$ cat config.mk
export PLATFORM = sky130hd
export DESIGN_NAME = tmp_dig_seq
export DESIGN_NICKNAME = d
export VERILOG_FILES = /design/src/rtl/tmp_dig_seq.sv
export SDC_FILE = /design/constraint.sdc
export NUM_CORES = 1
export LEC_CHECK = 0
export CORE_MARGIN = 2
export CORE_UTILIZATION = 52
export CTS_CLUSTER_SIZE = 14
export DETAILED_ROUTE_END_ITERATION = 7
export PLACE_DENSITY_LB_ADDON = 0.15
export REMOVE_ABC_BUFFERS = 1
export SYNTH_ARGS = -nofsm -noshare
export SYNTH_HDL_FRONTEND = slang
export SYNTH_SLANG_ARGS = --single-unit
$ cat constraint.sdc
create_clock -name clk -period 1.8 [get_ports clk]
set_input_delay 0.36 -clock clk [delete_from_list [all_inputs] [get_ports clk]]
set_output_delay 0.36 -clock clk [all_outputs]
set_load 0.05 [all_outputs]
$ cat src/rtl/tmp_dig_seq.sv
// Multi-channel temperature-sensor front-end sequencer with an incremental sigma-delta count.
// Optional comparator chopping in the second half of each conversion: define TMPDIG_CHOP_EN.

module tmp_dig_seq #(
    parameter int unsigned N_CH      = 4,
    parameter int unsigned OSR       = 8,
    parameter int unsigned PRE_CYC   = 16,
    parameter int unsigned BIG_CYC   = 6,
    parameter int unsigned DIODE_CYC = 8,
    parameter int unsigned CHG_CYC   = 5,
    localparam int unsigned RES_W    = $clog2(OSR + 1),
    localparam int unsigned CH_W     = (N_CH > 1) ? $clog2(N_CH) : 1
) (
    input  logic             clk,
    input  logic             reset,
    input  logic             start,
    input  logic [N_CH-1:0]  en_mask,
    input  logic             cmp,
    input  logic             result_ready,
    output logic             busy,
    output logic [N_CH-1:0]  ch_sel,
    output logic             preChrg,
    output logic             PI1,
    output logic             PI2,
    output logic             PII1,
    output logic             PII2,
    output logic             PA,
    output logic             PB,
    output logic             PC,
    output logic             PD,
    output logic             s_BG2CMP,
    output logic             cmp_p1,
    output logic             cmp_p2,
    output logic             src_n,
    output logic             snk,
    output logic             chop,
    output logic             result_valid,
    output logic [RES_W-1:0] result,
    output logic [CH_W-1:0]  result_ch
);

    localparam int unsigned MAX_AB  = (PRE_CYC > BIG_CYC) ? PRE_CYC : BIG_CYC;
    localparam int unsigned MAX_CD  = (DIODE_CYC > CHG_CYC) ? DIODE_CYC : CHG_CYC;
    localparam int unsigned MAX_CYC = (MAX_AB > MAX_CD) ? MAX_AB : MAX_CD;
    localparam int unsigned CNT_W   = $clog2(MAX_CYC + 1);

    typedef enum logic [3:0] {
        StIdle, StPrecharge, StBlankBd, StBigDiode, StBlankD, StDiode, StBlankC, StCharge, StDone
    } state_e;

    state_e            state_q, state_d;
    logic              rst_sync_q;
    logic              start_q, start_d;
    logic [N_CH-1:0]   mask_q, mask_d, ch_onehot, mask_rem;
    logic [CH_W-1:0]   ch_q, ch_d;
    logic [CNT_W-1:0]  phase_q, phase_d;
    logic [RES_W-1:0]  iter_q, iter_d, count_q, count_d;
    logic              dec_q, dec_d;
    logic              chop_phase, cmp_dec;

    function automatic logic [CH_W-1:0] lowest_ch(input logic [N_CH-1:0] m);
        lowest_ch = '0;
        for (int i = int'(N_CH) - 1; i >= 0; i--) begin
            if (m[i]) lowest_ch = CH_W'(i);
        end
    endfunction

    // Assertion is immediate; release reaches the FSM one edge later.
    always_ff @(posedge clk or negedge reset) begin
        if (!reset) rst_sync_q <= 1'b0;
        else        rst_sync_q <= 1'b1;
    end

`ifdef TMPDIG_CHOP_EN
    assign chop_phase = (iter_q >= RES_W'(OSR / 2));
`else
    assign chop_phase = 1'b0;
`endif

    assign cmp_dec   = cmp ^ chop_phase;
    assign ch_onehot = N_CH'(1) << ch_q;
    assign mask_rem  = mask_q & ~ch_onehot;
    // start is registered together with the mask so busy requests are never latched.
    assign start_d   = (state_q == StIdle) && start && !start_q;

    always_ff @(posedge clk or negedge rst_sync_q) begin
        if (!rst_sync_q) begin
            state_q <= StIdle;
            start_q <= 1'b0;
            mask_q  <= '0;
            ch_q    <= '0;
            phase_q <= '0;
            iter_q  <= '0;
            count_q <= '0;
            dec_q   <= 1'b0;
        end else begin
            state_q <= state_d;
            start_q <= start_d;
            mask_q  <= mask_d;
            ch_q    <= ch_d;
            phase_q <= phase_d;
            iter_q  <= iter_d;
            count_q <= count_d;
            dec_q   <= dec_d;
        end
    end

    always_comb begin
        state_d = state_q;
        mask_d  = mask_q;
        ch_d    = ch_q;
        iter_d  = iter_q;
        count_d = count_q;
        dec_d   = dec_q;
        case (state_q)
            StIdle: begin
                if (start_d) begin
                    mask_d = en_mask;
                end else if (start_q && (mask_q != '0)) begin
                    ch_d    = lowest_ch(mask_q);
                    iter_d  = '0;
                    count_d = '0;
                    dec_d   = 1'b0;
                    state_d = StPrecharge;
                end
            end
            StPrecharge: if (phase_q == CNT_W'(PRE_CYC - 1)) state_d = StBlankBd;
            StBlankBd:   state_d = StBigDiode;
            StBigDiode:  if (phase_q == CNT_W'(BIG_CYC - 1)) state_d = StBlankD;
            StBlankD:    state_d = StDiode;
            StDiode:     if (phase_q == CNT_W'(DIODE_CYC - 1)) state_d = StBlankC;
            StBlankC:    state_d = StCharge;
            StCharge: begin
                if (phase_q == CNT_W'(CHG_CYC - 1)) begin
                    dec_d   = cmp_dec;
                    count_d = count_q + RES_W'(cmp_dec);
                    iter_d  = iter_q + RES_W'(1);
                    state_d = (iter_d == RES_W'(OSR)) ? StDone : StBlankBd;
                end
            end
            StDone: begin
                if (result_ready) begin
                    mask_d = mask_rem;
                    if (mask_rem != '0) begin
                        ch_d    = lowest_ch(mask_rem);
                        iter_d  = '0;
                        count_d = '0;
                        dec_d   = 1'b0;
                        state_d = StPrecharge;
                    end else begin
                        state_d = StIdle;
                    end
                end
            end
            default: state_d = StIdle;
        endcase
        phase_d = (state_d != state_q) ? '0 : phase_q + CNT_W'(1);
    end

    always_comb begin
        preChrg  = 1'b0;
        PI1      = 1'b0;
        PI2      = 1'b0;
        PII1     = 1'b0;
        PII2     = 1'b0;
        PA       = 1'b0;
        PB       = 1'b0;
        PC       = 1'b0;
        PD       = 1'b0;
        s_BG2CMP = 1'b0;
        cmp_p2   = 1'b0;
        src_n    = 1'b1;
        snk      = 1'b0;
        chop     = 1'b0;
        case (state_q)
            StPrecharge: begin
                preChrg  = 1'b1;
                PB       = 1'b1;
                PC       = 1'b1;
                PD       = 1'b1;
                s_BG2CMP = 1'b1;
            end
            StBigDiode: begin
                PI1  = 1'b1;
                PI2  = 1'b1;
                // Feedback pulse from the previous decision; none before the first decision.
                if ((phase_q == '0) && (iter_q != '0)) begin
                    if (dec_q) src_n = 1'b0;
                    else       snk   = 1'b1;
                end
                chop = chop_phase;
            end
            StDiode: begin
                PII1 = 1'b1;
                PII2 = 1'b1;
                chop = chop_phase;
            end
            StCharge: begin
                PA       = 1'b1;
                s_BG2CMP = 1'b1;
                PB       = dec_q;
                PC       = !dec_q;
                cmp_p2   = 1'b1;
                chop     = chop_phase;
            end
            StBlankBd, StBlankD, StBlankC: chop = chop_phase;
            default: ;
        endcase
    end

    assign cmp_p1       = !cmp_p2;
    assign busy         = (state_q != StIdle);
    assign ch_sel       = busy ? ch_onehot : '0;
    assign result_valid = (state_q == StDone);
    assign result       = count_q;
    assign result_ch    = ch_q;

endmodule

==> results.md, run 1 <==
- Largest net degree at the start of global routing: 26
- # H-tree levels: 1
- CTS Hold Bufs: 0
- Primary FF master, synth: dfrtp_1
- Status: stopped before the end
- DP HPWL: 4170 um
- Fraction of registers with async set/reset: 100%
- Die height: 63.6 um
- CTS buffer count: 3
- Die Wd: 63.6 um
- Worst setup endpoint GRT: phase_q[3]$_DFF_PN0_/D
- CTS Buffer Depth: 2
- Root Buffer: clkbuf_4
- Number of distinct library cells after synthesis: 60
- Final GP Congestion: 0.834
- Num rows: 21
- Halt Stage: global routing (5_1_grt)
- Yosys Warn Count: 0
- Run Error: [ERROR DPL-0038] Utilization greater than 100%, impossible to legalize
- Seq/Total Area, Yosys: 35.3%
- #FFs+latches synth: 26
- Gate Count Post-Synth: 206
- Placed cell count: 325
- IO Port Bufs: 34
- Initial core utilization: 54.9%
- EDFF count, synth: 0
- CTS Sinks: 26
- Avg Cell Area, Syn: 8.96 um^2
- Post-Syn Area: approximately 0.0018 mm^2
- Kind of the worst endpoint: sequential cell input
- Ports: 36
- Placed cell area: 0.00269 mm^2
kinds of logic after synthesis:
kind of cell	count (synthesis)	synth area share, %
buf+inv	28	8.00
simple gates	73	22.8
mux	8	5.22
compound gates	58	21.4
flops	26	35.3
fa+ha+maj	8	5.42
other cells	2	0.407
xor+xnor	3	1.42
timing repair:
action                                  CTS
cloned                                    0
pin swaps                                15
hold endpoints to repair                  0
gates resized for setup                  93
endpoints found under the setup margin   40
setup buffers                            19
through the flow:
| step | setup slack, ps | hold slack [ps] |
|---|---|---|
| after CTS | -427 | 142 |
| after floorplan | -2530 | 64.4 |
| after global placement | -300 | 226 |
| after detailed placement | -408 | 235 |
synthesized netlist by cell type, types with 2 or more instances:
cell / count / area [um^2]
a21oi_1: 6 / 30.0
a22o_1: 5 / 43.8
xnor2_1: 2 / 17.5
nand4_1: 2 / 12.5
mux2_1: 2 / 22.5
mux2_2: 3 / 33.8
and2_1: 3 / 18.8
nor2b_1: 6 / 37.5
o21ai_0: 16 / 80.1
clkbuf_1: 7 / 26.3
or3_1: 2 / 12.5
buf_4: 5 / 37.5
o31ai_1: 4 / 30.0
a21o_1: 3 / 22.5
a31oi_1: 3 / 18.8
nor3_1: 7 / 35.0
conb_1: 2 / 7.51
and3_1: 2 / 12.5
o21ai_1: 5 / 25.0
inv_1: 8 / 30.0
buf_6: 2 / 22.5
mux2_4: 2 / 30.0
nor2_1: 14 / 52.6
nand2b_1: 2 / 12.5
dfrtp_1: 26 / 651
nand3_1: 6 / 30.0
ha_1: 8 / 100
nand2_1: 15 / 56.3
inv_2: 2 / 7.51
buf_2: 3 / 15.0
o22ai_1: 3 / 18.8
nor3b_1: 2 / 15.0
==> inputs of run 2 (changes only) <==
CORE_UTILIZATION = 40   (was 52)
CTS_CLUSTER_SIZE = not set   (was 14)
==> results.md, run 2 <==
- RSZ-0062 raised after global routing: yes
- Final ANT Viol Nets: 0
- Top-area cell type share of the netlist area: 35.3% (unchanged)
- Die height: 71.9 um (+13%)
- Top-count cell post-synth: dfrtp_1
- DR WL/cell: 15.5 um
- P per Cell Area: 1660 mW/mm^2
- Setup crit start kind: flip-flop
- Most frequent cells in the layout: buf_4 (55), buf_6 (28), dfrtp_1 (26), buf_12 (16), nand2_1 (13)
- Layout area overhead: 81.6%
- Maximum VDD drop: 0.00100 V
- Minimum clock period: 2160 ps
- # H-tree levels: 1 (unchanged)
- Gate Count Post-Synth: 206 (unchanged)
- #FFs+latches synth: 26 (unchanged)
- Crit Reg-Reg Endpoint: phase_q[2]
- Die Wd: 71.9 um (+13%)
- Reg with most FFs: phase_q
- Worst setup EP type: flip-flop
- Number of distinct library cells after synthesis: 60 (unchanged)
- Final hold violation count: 0
- TritonRoute pass-1 iters: 4
- Final core occ: 75.9%
- Final GP Congestion: 0.904 (+8.4%)
- CTS Hold Bufs: 0 (unchanged)
- Setup TNS Final: -5360 ps
- Peak fanout along the critical path: 3
- CP arrival: 2330 ps
- Avg Cell Area, Syn: 8.96 um^2 (unchanged)
- WS Path Type: reg -> reg
- Status: complete, but fails checks
- Fin crit share: 120%
- Num rows: 24 (+14%)
- Post-Syn Area: 0.00185 mm^2 (unchanged)
- Number of antenna violations at the first check in global routing: 0
- Min setup slack post-route: -364 ps
- Proportion of layout cells with a drive suffix above 1: 54.8%
- Reg2Reg Depth: 5
- Leading cell type in the layout, fill and taps excluded: buf_4
- Worst slack, placed: -337 ps (+70.6 ps)
- Post-DR vias/cell: 5.44
- IO Port Bufs: 34 (unchanged)
- Vias in the first global route: 1,809
- Diode count: 0
- Core ar.: 0.00441 mm^2
- Largest net degree at the start of global routing: 26
- Finished Layout Cells: 353
- EDFF count, synth: 0 (unchanged)
- Global route overflow: 0
- Synth top area cells: dfrtp_1 (35%), ha_1 (5.4%), o21ai_0 (4.3%)
- Clk_skew: 3.57 ps
- P_leak: 0.00149 uW
- Clk_lat worst skew: 280 ps
- Pwr Total: 5580 uW
- RR Startpoint: mask_q[1]
- Max-Cap Viols: 0
- All-Layer GR Usage: 21.0%
- DIE AREA: 0.00517 mm^2
- CTS Buffer Depth: 2 (unchanged)
- Ports: 36 (unchanged)
- CTS tree: done
- CTS buffer count: 3 (unchanged)
- Initial core utilization: 41.8% (-13 points)
- Critical path required time: around 2000 ps
- R2r setup slk: -360 ps
- Slew Viols, Final: 0
- Root Buffer: clkbuf_8
- Fraction of registers with async set/reset: 100% (unchanged)
- Worst hold path type: in -> async
- Primary FF master, synth: dfrtp_1
- Yosys Warn Count: 0 (unchanged)
- Area leader, netlist: dfrtp_1
- Number of flip-flops in the largest register: 5
- Fin nets: 319
- DP HPWL: 3720 um (-11%)
- First-pass GRT wire length: 8580 um
- CTS Sinks: 26 (unchanged)
- Failing checks: setup timing
- Seq/Total Area, Yosys: 35.3% (unchanged)
- Fmax: between 0.4 and 0.5 GHz
- Final wirelength: around 5500 um
- Top cells by count, synth: dfrtp_1 (26), o21ai_0 (16), nand2_1 (15), nor2_1 (14)
- Final setup violation count: 28
- Iteration-0 DRC count of the detailed router: 80
- Placed cell count: 336 (+3.4%)
- DRC Markers: 0
- Clock slew seen by the registers of the worst setup and hold paths: 90 ps
- Vias: 1,922
-- run 2: cell counts after synthesis --
Identical to the previous run, type by type.
-- run 2: timing repair --
item	4_1_cts	5_1_grt
setup endpoints to repair	40	41
pin swaps	14	23
resized for setup	66	53
setup buffers	6	8
-- run 2: cell type report --
| class | count | area (um^2) |
|---|---|---|
| fill | 280 | 1060 |
| clock inverter | 1 | 30.0 |
| multi-input combinational | 152 | 1360 |
| tap | 52 | 65.1 |
| inverter | 11 | 61.3 |
| clock buffer | 3 | 41.3 |
| sequential | 26 | 651 |
| timing repair buffer | 108 | 1140 |
-- run 2: through the flow --
step / area, um^2 / hold slack [ps]
floorplan: 1740 / 64.4
global placement: 2730 / 234
detailed placement: 2730 / 239
CTS: 3120 / 204
global route: 3350 / 206
finish: 3350 / 206
-- run 2: worst max path at each step --
stage | from | endpoint
floorplan | state_q[1] | src_n
CTS | mask_q[0] | phase_q[2]
detailed placement | phase_q[0] | phase_q[2]
global placement | phase_q[0] | phase_q[3]
finish | mask_q[1] | phase_q[2]
global route | mask_q[3] | phase_q[2]
-- run 2: power breakdown --
part / leakage, uW / switching (uW) / internal [uW]
clock network: 0.0000357 / 197 / 298
logic: 0.00112 / 2130 / 2060
registers: 0.000340 / 163 / 737
-- run 2: cell families (layout without fill, tap and decap cells) --
kind of cell,count (synthesis),count (layout),synth area share [%]
other,2,2,0.407
adders and majority gates,8,8,5.42
muxes,8,8,5.22
buffers and inverters,28,123,8.00
DFF,26,26,35.3
AOI/OAI and AO/OA,58,58,21.4
xor gates and xnor gates,3,3,1.42
and+or+nand+nor,73,73,22.8
-- run 2: per-layer routing --
| metal | wire [um] | track usage, % |
|---|---|---|
| met1 | 2400 | 27.6 |
| met2 | 2880 | 37.6 |
| met3 | 153 | 1.94 |
| met4 | 44 | 4.61 |
| met5 | 0 | 0 |
-- run 2: critical path, cell delays in order (launching register included) --
cell      delay (ps)
dfrtp_1          400
or4_4            530
a311oi_4         340
nor3_2            70
or3_4            400
mux2_4           310
Note: power is estimated with default switching activity, not from simulation.
==> inputs of run 3 (changes only) <==
CTS_CLUSTER_SIZE = 25   (was not set)
==> results of run 3 <==
The final DEF is identical to that of run 2; final timing and power are the same.
==> inputs of run 4 (changes only) <==
PLACE_DENSITY_LB_ADDON = 0.1   (was 0.15)
SKIP_LAST_GASP = 1   (was not set)
==> results.md, run 4 (synthesis results as in run 2) <==
- P per Cell Area: 1750 mW/mm^2 (+5.3%)
- Iteration-0 DRC count of the detailed router: 128 (+60%)
- Ports: 36 (unchanged)
- DP HPWL: 3960 um (+6.5%)
- Vias: 2,060 (+7.2%)
- Final setup violation count: 37 (+32%)
- Root Buffer: clkbuf_8
- Number of antenna violations at the first check in global routing: 0 (unchanged)
- Status: complete, but fails checks
- Crit-path max cell delay: 570 ps (+40 ps)
- RR Startpoint: mask_q[0]
- Max-Cap Viols: 0 (unchanged)
- CTS Hold Bufs: 0 (unchanged)
- # H-tree levels: 1 (unchanged)
- Fin crit share: 119% (-1.5 points)
- DR WL/cell: 19.2 um (+24%)
- Fin nets: 316 (-0.94%)
- Worst setup EP type: flip-flop
- DIE AREA: 0.00517 mm^2 (unchanged)
- Proportion of layout cells with a drive suffix above 1: 56.7% (+1.9 points)
- Critical path required time: 1970 ps (about the same)
- CP bufs+invs: 0 (unchanged)
- WS Path Type: reg -> reg
- Slowest cell on crit path: or4_4
- Final non-filler cell area: 0.00341 mm^2 (+1.6%)
- Global route overflow: 0 (unchanged)
- Largest net degree at the start of global routing: 26 (unchanged)
- Maximum VDD drop: 0.000966 V (-3.4%)
- Reg2Reg Depth: 5 (unchanged)
- Slew Viols, Final: 0 (unchanged)
- Vias in the first global route: 2,005 (+11%)
- CTS tree: done
- Core ar.: 0.00441 mm^2 (unchanged)
- All-Layer GR Usage: 23.7% (+2.8 points)
- Worst hold path type: in -> async
- Number of flip-flops in the largest register: 5 (unchanged)
- CP arrival: 2310 ps (-20 ps)
- Die Wd: 71.9 um (unchanged)
- First-pass GRT wire length: 9730 um (+13%)
- Peak fanout along the critical path: 3 (unchanged)
- P_leak: 0.00150 uW (+0.23%)
- Clk_skew: 2.12 ps (-1.44 ps)
- Diode count: 0 (unchanged)
- Delay-heaviest family, CP: simple AND/OR/NAND/NOR gates
- Min setup slack post-route: -338 ps (+26.2 ps)
- CTS Buffer Depth: 2 (unchanged)
- DRC Markers: 0 (unchanged)
- Fmax: 0.468 GHz (+1.2%)
- Initial core utilization: 41.8% (unchanged)
- IO Port Bufs: 34 (unchanged)
- Num rows: 24 (unchanged)
- Setup crit start kind: flip-flop
- Crit path cell chain: or4_4 -> a311oi_4 -> nor3_2 -> or3_4 -> mux2_4
- Minimum clock period: 2140 ps (-26.2 ps)
- Final hold violation count: 0 (unchanged)
- Placed cell area: 0.00269 mm^2 (-1.4%)
- Leading cell type in the layout, fill and taps excluded: buf_4
- Most frequent cells in the layout: buf_4 (53), dfrtp_1 (24), buf_6 (24), buf_12 (18), nand2_1 (13)
- TritonRoute pass-1 iters: 4 (unchanged)
- Failing checks: setup timing
- R2r setup slk: -340 ps (+30 ps)
- Die height: 71.9 um (unchanged)
- CTS buffer count: 3 (unchanged)
- Clock slew seen by the registers of the worst setup and hold paths: 100 ps (about the same)
- Post-DR vias/cell: 5.89 (+8.1%)
- Layout area overhead: 84.5%
- Reg with most FFs: phase_q
- Final ANT Viol Nets: 0 (unchanged)
- RSZ-0062 raised after global routing: yes
- Clk_lat worst skew: 280 ps (about the same)
- Setup TNS Final: -6440 ps (-1080 ps)
- Crit Reg-Reg Endpoint: phase_q[3]
- Final GP Congestion: 0.902 (-0.24%)
- CTS Sinks: 26 (unchanged)
- Final wirelength: 6730 um (+23%)
==> run 4: cell count changes in the layout (fill, tap and decap cells not counted), sizes merged <==
cell,previous run,this run
buf,100,97
==> run 4: worst max-delay path by stage <==
stage	startpoint	endpoint	slack, ps	cells past startpoint
6_report	mask_q[0]	phase_q[3]	-340	5
5_1_grt	mask_q[0]	phase_q[2]	-400	5
3_3_place_gp	mask_q[0]	phase_q[3]	-360	5
4_1_cts	phase_q[1]	phase_q[3]	-320	8
2_1_floorplan	state_q[1]	src_n	-2530	3
3_5_place_dp	phase_q[1]	phase_q[3]	-370	8
==> run 4: repair_timing <==
| item | CTS | global route |
|---|---|---|
| gates resized for setup | 72 | 53 |
| hold endpoints to repair | 0 | 0 |
| pin swaps | 25 | 23 |
| buffers inserted | 13 | 6 |
| endpoints found under the setup margin | 38 | 42 |
==> run 4: power by group <==
| group | leakage [uW] | total [uW] | switching, uW | internal, uW |
|---|---|---|---|---|
| sequential | 0.000337 | 911 | 172 | 739 |
| clock | 0.0000357 | 500 | 202 | 298 |
| combinational | 0.00112 | 4560 | 2350 | 2210 |
| total | 0.00150 | 5970 | 2720 | 3250 |
==> run 4: area by class of cell <==
type,count,area (um^2)
Fill cell,270,1010
Clock buffer,3,41.3
Multi-Input combinational cell,152,1420
Sequential cell,26,653
Tap cell,52,65.1
Inverter,11,56.3
Timing Repair Buffer,105,1140
Clock inverter,1,30.0
==> run 4: stage by stage <==
| step | setup slack, ps | hold WS (ps) | total power, uW | cells | util [%] |
|---|---|---|---|---|---|
| floorplan | -2530 | 64.4 | 2710 | 189 | - |
| global placement | -356 | 236 | 4200 | 331 | 61.0 |
| detailed placement | -369 | 238 | 4280 | 331 | 61.0 |
| CTS | -323 | 205 | 5400 | 345 | 71.2 |
| global route | -399 | 203 | 6250 | 350 | 77.2 |
| finish | -338 | 208 | 5970 | 350 | 77.2 |
==> run 4: routing by layer <==
metal | vias up | routed length [um] | global-route usage (%)
met2 | 75 | 3660 | 42.8
met5 | - | 0 | 0
met4 | 0 | 82 | 4.40
met1 | 1051 | 2690 | 30.2
li1 | 928 | - | -
met3 | 6 | 297 | 3.75
